$ cat config.mk
export PLATFORM = sky130hd
export DESIGN_NAME = mstatus_csr_ctrl
export DESIGN_NICKNAME = d
export VERILOG_FILES = /design/src/rtl/mstatus_csr_ctrl.sv
export SDC_FILE = /design/constraint.sdc
export NUM_CORES = 1
export LEC_CHECK = 0
export ABC_AREA = 1
export BUFFER_PORTS_ARGS = -buffer_cell sky130_fd_sc_hd__buf_2
export CAP_MARGIN = 25
export CORE_ASPECT_RATIO = 0.8
export CORE_UTILIZATION = 31
export CTS_CLUSTER_SIZE = 30
export DETAILED_ROUTE_END_ITERATION = 8
export PLACE_DENSITY = 0.77
export SKIP_CTS_REPAIR_TIMING = 1
export SYNTH_ARGS = -nofsm -noshare
export SYNTH_HDL_FRONTEND = slang
export SYNTH_SLANG_ARGS = --single-unit
$ cat constraint.sdc
create_clock -name clk -period 1.1 [get_ports clk]
set_clock_uncertainty 0.05 [all_clocks]
set_input_delay 0.055 -clock clk [delete_from_list [all_inputs] [get_ports clk]]
set_output_delay 0.055 -clock clk [all_outputs]
set_load 0.05 [all_outputs]
$ cat src/rtl/mstatus_csr_ctrl.sv
// mstatus_csr_ctrl: machine status register for an M/U-only RISC-V hart.
// Holds MIE, MPIE, MPP, FS, MPRV and TW, and tracks the privilege level.
// It applies trap, MRET and CSR updates, and runs the WFI sleep state machine.
//
// Ports:
//   clk, rst          clock and asynchronous active-high reset
//   csr_wen/cmd/wdata mstatus CSR access (01 write, 10 set, 11 clear)
//   trap_valid        trap taken this cycle
//   mret_valid        MRET retires this cycle
//   wfi_valid         WFI retires this cycle
//   irq_pending       wakes a sleeping WFI
//   fs_dirty_set      FP register state was written this cycle
//   prv, dprv         current privilege and effective data privilege
//   mie..sd, mpp, fs  individual mstatus fields
//   mstatus_rdata     architectural read value of mstatus
//   sleeping          core is waiting in WFI
//   illegal_wfi       one-cycle pulse for a WFI trapped by TW
module mstatus_csr_ctrl #(
    parameter bit HAS_FPU = 1'b1
) (
    input  logic        clk,
    input  logic        rst,
    input  logic        csr_wen,
    input  logic [1:0]  csr_cmd,
    input  logic [63:0] csr_wdata,
    input  logic        trap_valid,
    input  logic        mret_valid,
    input  logic        wfi_valid,
    input  logic        irq_pending,
    input  logic        fs_dirty_set,
    output logic [1:0]  prv,
    output logic [1:0]  dprv,
    output logic        mie,
    output logic        mpie,
    output logic        mprv,
    output logic        tw,
    output logic        sd,
    output logic [1:0]  mpp,
    output logic [1:0]  fs,
    output logic [63:0] mstatus_rdata,
    output logic        sleeping,
    output logic        illegal_wfi
);

    localparam logic [1:0] PRV_M = 2'b11;
    localparam logic [1:0] PRV_U = 2'b00;

    typedef enum logic {
        ST_RUN   = 1'b0,
        ST_SLEEP = 1'b1
    } wfi_state_e;

    logic [1:0] prv_q, prv_d;
    logic       mie_q, mie_d;
    logic       mpie_q, mpie_d;
    logic [1:0] mpp_q, mpp_d;
    logic [1:0] fs_q, fs_d;
    logic       mprv_q, mprv_d;
    logic       tw_q, tw_d;
    logic       illegal_wfi_q, illegal_wfi_d;
    wfi_state_e state_q, state_d;

    // Writable fields packed as {tw, mprv, fs, mpp, mpie, mie}.
    logic [7:0] fld_old;
    logic [7:0] fld_op;
    logic [7:0] fld_new;
    logic       csr_do;
    logic       wfi_trapped;

    logic unused_wdata;
    assign unused_wdata = ^{csr_wdata[63:22], csr_wdata[20:18],
                            csr_wdata[16:15], csr_wdata[10:8],
                            csr_wdata[6:4], csr_wdata[2:0]};

    assign fld_old = {tw_q, mprv_q, fs_q, mpp_q, mpie_q, mie_q};
    assign fld_op  = {csr_wdata[21], csr_wdata[17], csr_wdata[14:13],
                      csr_wdata[12:11], csr_wdata[7], csr_wdata[3]};
    assign csr_do  = csr_wen && (csr_cmd != 2'b00);

    always_comb begin
        fld_new = fld_old;
        unique case (csr_cmd)
            2'b01:   fld_new = fld_op;
            2'b10:   fld_new = fld_old | fld_op;
            2'b11:   fld_new = fld_old & ~fld_op;
            default: fld_new = fld_old;
        endcase
    end

    // Field update: trap beats MRET beats CSR access.
    always_comb begin
        prv_d  = prv_q;
        mie_d  = mie_q;
        mpie_d = mpie_q;
        mpp_d  = mpp_q;
        fs_d   = fs_q;
        mprv_d = mprv_q;
        tw_d   = tw_q;
        if (trap_valid) begin
            mpie_d = mie_q;
            mie_d  = 1'b0;
            mpp_d  = prv_q;
            prv_d  = PRV_M;
        end else if (mret_valid) begin
            mie_d  = mpie_q;
            mpie_d = 1'b1;
            prv_d  = mpp_q;
            mpp_d  = PRV_U;
            if (mpp_q != PRV_M) begin
                mprv_d = 1'b0;
            end
        end else if (csr_do) begin
            mie_d  = fld_new[0];
            mpie_d = fld_new[1];
            fs_d   = fld_new[5:4];
            mprv_d = fld_new[6];
            tw_d   = fld_new[7];
            // MPP is WARL: unsupported S/H encodings keep the old value.
            if (fld_new[3:2] == PRV_M || fld_new[3:2] == PRV_U) begin
                mpp_d = fld_new[3:2];
            end
        end
        if (fs_dirty_set) begin
            fs_d = 2'b11;
        end
        if (!HAS_FPU) begin
            fs_d = 2'b00;
        end
    end

    always_ff @(posedge clk or posedge rst) begin
        if (rst) begin
            prv_q  <= PRV_M;
            mie_q  <= 1'b0;
            mpie_q <= 1'b0;
            mpp_q  <= PRV_M;
            fs_q   <= 2'b00;
            mprv_q <= 1'b0;
            tw_q   <= 1'b0;
        end else begin
            prv_q  <= prv_d;
            mie_q  <= mie_d;
            mpie_q <= mpie_d;
            mpp_q  <= mpp_d;
            fs_q   <= fs_d;
            mprv_q <= mprv_d;
            tw_q   <= tw_d;
        end
    end

    // A WFI in U-mode with TW set faults instead of sleeping.
    assign wfi_trapped = (prv_q == PRV_U) && tw_q;

    always_ff @(posedge clk or posedge rst) begin
        if (rst) begin
            state_q       <= ST_RUN;
            illegal_wfi_q <= 1'b0;
        end else begin
            state_q       <= state_d;
            illegal_wfi_q <= illegal_wfi_d;
        end
    end

    always_comb begin
        state_d = state_q;
        unique case (state_q)
            ST_RUN: begin
                if (wfi_valid && !trap_valid && !wfi_trapped &&
                    !irq_pending) begin
                    state_d = ST_SLEEP;
                end
            end
            ST_SLEEP: begin
                if (irq_pending || trap_valid) begin
                    state_d = ST_RUN;
                end
            end
            default: state_d = ST_RUN;
        endcase
    end

    always_comb begin
        illegal_wfi_d = 1'b0;
        if (state_q == ST_RUN) begin
            illegal_wfi_d = wfi_valid && !trap_valid && wfi_trapped;
        end
    end

    assign sleeping    = (state_q == ST_SLEEP);
    assign illegal_wfi = illegal_wfi_q;

    assign prv  = prv_q;
    assign mie  = mie_q;
    assign mpie = mpie_q;
    assign mpp  = mpp_q;
    assign fs   = fs_q;
    assign mprv = mprv_q;
    assign tw   = tw_q;
    assign sd   = (fs_q == 2'b11);
    assign dprv = mprv_q ? mpp_q : prv_q;

    // UXL reads as 2 (64-bit); XS is always off.
    always_comb begin
        mstatus_rdata        = '0;
        mstatus_rdata[3]     = mie_q;
        mstatus_rdata[7]     = mpie_q;
        mstatus_rdata[12:11] = mpp_q;
        mstatus_rdata[14:13] = fs_q;
        mstatus_rdata[17]    = mprv_q;
        mstatus_rdata[21]    = tw_q;
        mstatus_rdata[33:32] = 2'b10;
        mstatus_rdata[63]    = sd;
    end

endmodule

==> impl_results.md <==
* Status: finished, violations left
* Failing checks: hold timing, setup timing
* Post-DRT Antenna Nets at 0
* GPL Wtd Cong at 0.890
* CTS Buffer Depth at 2
* Die Ht at 61.3 µm
* CTS tree: yes
* F_max at between 0.7 and 0.8 GHz
* Power, Total at 2430 µW
* Setup CP Type: flip-flop to primary output
* Area grow syn2layout at 29.2%
* Layout Nets at 329
* Share of cells above drive strength 1 at 46.8%
* Clock Pin Slew Worst Setup and Hold Paths at 0.06 ns
* Core Area at 4200 µm²
* Power Dens Cells at 1380 nW/µm²
* Netlist cell types at 25
* Metal3 WL at 195 µm
* Ys Warns at 0
* Worst Setup SP: mpp[1]
* Critical Path RT at 1.00 ns
* Critical Path End Type: primary output
* Worst Path Arrival at roughly 1.2 ns
* Final period util at 119%
* Via count at about 1200
* Final Util at 41.9%
* Routed wire length at between 2000 and 3000 µm
* Static leakage at slightly below 0.001 µW
* Place WS at -0.246 ns
* First-pass GRT wire length at 4080 µm
* Hold Vio Cnt, Final at 1
* Post-DP HPWL at between 2000 and 2500 µm
* Die Span X at 76.2 µm
* Met2 routed WL at 1360 µm
* Initial Utilization at 32.4%
* First-pass detailed-route iteration total at 4
* Post-Syn Area at 1360 µm²
* Pins Over Slew Limit at 0
* R2R setup slack at -0.16 ns
* Final worst slack at -0.207 ns
* H-tree depth at 1
* Die area at 4670 µm²
* Root cell of the clock tree: clkbuf_8
* M1 wire length at about 1200 µm
* Finish-stage setup viols at 18
* Syn_area_per_cell at 7.18 µm²
* GRT Util Overall at 11.4%
* PortBufs at 41
* Cells after DPL at between 200 and 300
* Starting DRC count in detailed routing at 35
* #FFs+latches synth at 12
* Layout Cells excl Fill at between 300 and 400
* Startpoint types: flip-flop
* Vias in the first global route at 955
* CTS Buf Count at 3
* Fillers at 434
* Ant diodes at 0
* Initial antenna violation count at 0
* Maximum VDD drop at 0.494 mV
* Sequential fraction of the synthesis area at around 22%
* Wire length per cell at about 9 µm
* Core Rows at 21
* Area of the multi-input gates at 749 µm²
* Grt total ovfl at 0
* Setup_tns at -1.54 ns
* Hold Path Origin: csr_wdata[14]
* Crit path max fanout at 7
* Via-per-instance ratio at 3.87
* Hold Crit Class: input port to flip-flop
* Seq. cell area at 319 µm²
* Worst-Skew Late Latency at 0.25 ns
* Max Cap Viol at 0
* Hold slack final at -0.000257 ns
* TritonCTS sink count at 12
* Synth Instances at 190
* Pin count of the biggest net entering global routing at 13
* I/O pins at 153
* Residual DRC at 0
* RR Startpoint: mpp[1]
* Unrepaired setup endpoints after global routing: yes
* Final min period at 1.31 ns
* Top Metal Used: met4
[area by class of cell]
class / count / area share, %
clock buffers: 4 / 3.12
inverters: 27 / 6.11
multi-input cells: 140 / 42.5
flip-flops and latches: 12 / 18.1
well taps: 57 / 4.05
repair buffers: 67 / 26.1
[cell usage after synthesis (all sizes together)]
cell type	instances	share of area, %
buf	64	35
nand2	32	11
inv	27	7.4
o21ai	14	5.7
a21oi	9	3.6
dfrtp	8	15
nor2	8	2.8
nand3	7	2.6
dfstp	4	7.7
ha	4	3.7
nor3	3	1.1
a31oi	2	0.92
conb	2	0.55
o22ai	2	0.92
a2111oi	1	0.64
a32o	1	0.73
nand4	1	0.46
o211ai	1	0.55
[stage by stage]
stage / instance area, µm² / hold slack, ns
after CTS: 1600 / -0.232
final: 1760 / -0.000257
after global placement: 1550 / 0.0241
after detailed placement: 1550 / 0.0350
after floorplan: 1620 / -0.134
after global routing: 1760 / 0.0137
[critical path: stages, from the launching register on]
cell	delay (ns)
dfstp_4	0.67
nand2_4	0.06
o21ai_4	0.06
buf_6	0.17
[power breakdown]
group	total (µW)	switching (µW)	leakage [µW]	internal, µW
sequential	579	70.1	0.000135	509
combinational	1360	1020	0.000816	343
clock	487	171	0.0000288	317
[kinds of logic (layout without fill, tap and decap cells)]
logic type / Yosys count / count (layout) / share of synthesized area [%]
adder cells (fa/ha/maj): 4 / 4 / 3.67
flip-flops: 12 / 12 / 22.4
buffers and inverters: 91 / 98 / 42.7
AND/OR/NAND/NOR: 51 / 51 / 17.7
other: 2 / 55 / 0.551
AO/OA/AOI/OAI: 30 / 30 / 13.0
[layer usage]
layer	up-vias	global-route usage [%]
met2	56	20.6
met5	-	0
met3	2	3.70
li1	600	-
met4	0	2.47
met1	531	13.5
[cell usage in the layout (no fill, tap or decap), types with 4 or more instances in the layout]
cell,n
o21ai_0,5
nand2_2,5
buf_6,5
buf_4,29
inv_2,14
a21oi_1,8
nor2_1,5
buf_2,28
conb_1,55
nand2_4,6
o21ai_1,5
dfrtp_2,5
clkbuf_8,4
nand2_1,21
inv_1,11
nand3_1,5
[final timing paths]
| path | to | depth (start not counted) |
|---|---|---|
| hold / removal | fs[1] | 3 |
| max in group asynchronous | prv[0] | 3 |
| hold reg to reg | fs[1] | 2 |
| min in group asynchronous | tw | 3 |
| setup reg to reg | mpp[1] | 7 |
| setup / recovery | dprv[1] | 3 |
Power figures use the tool's default switching activity.
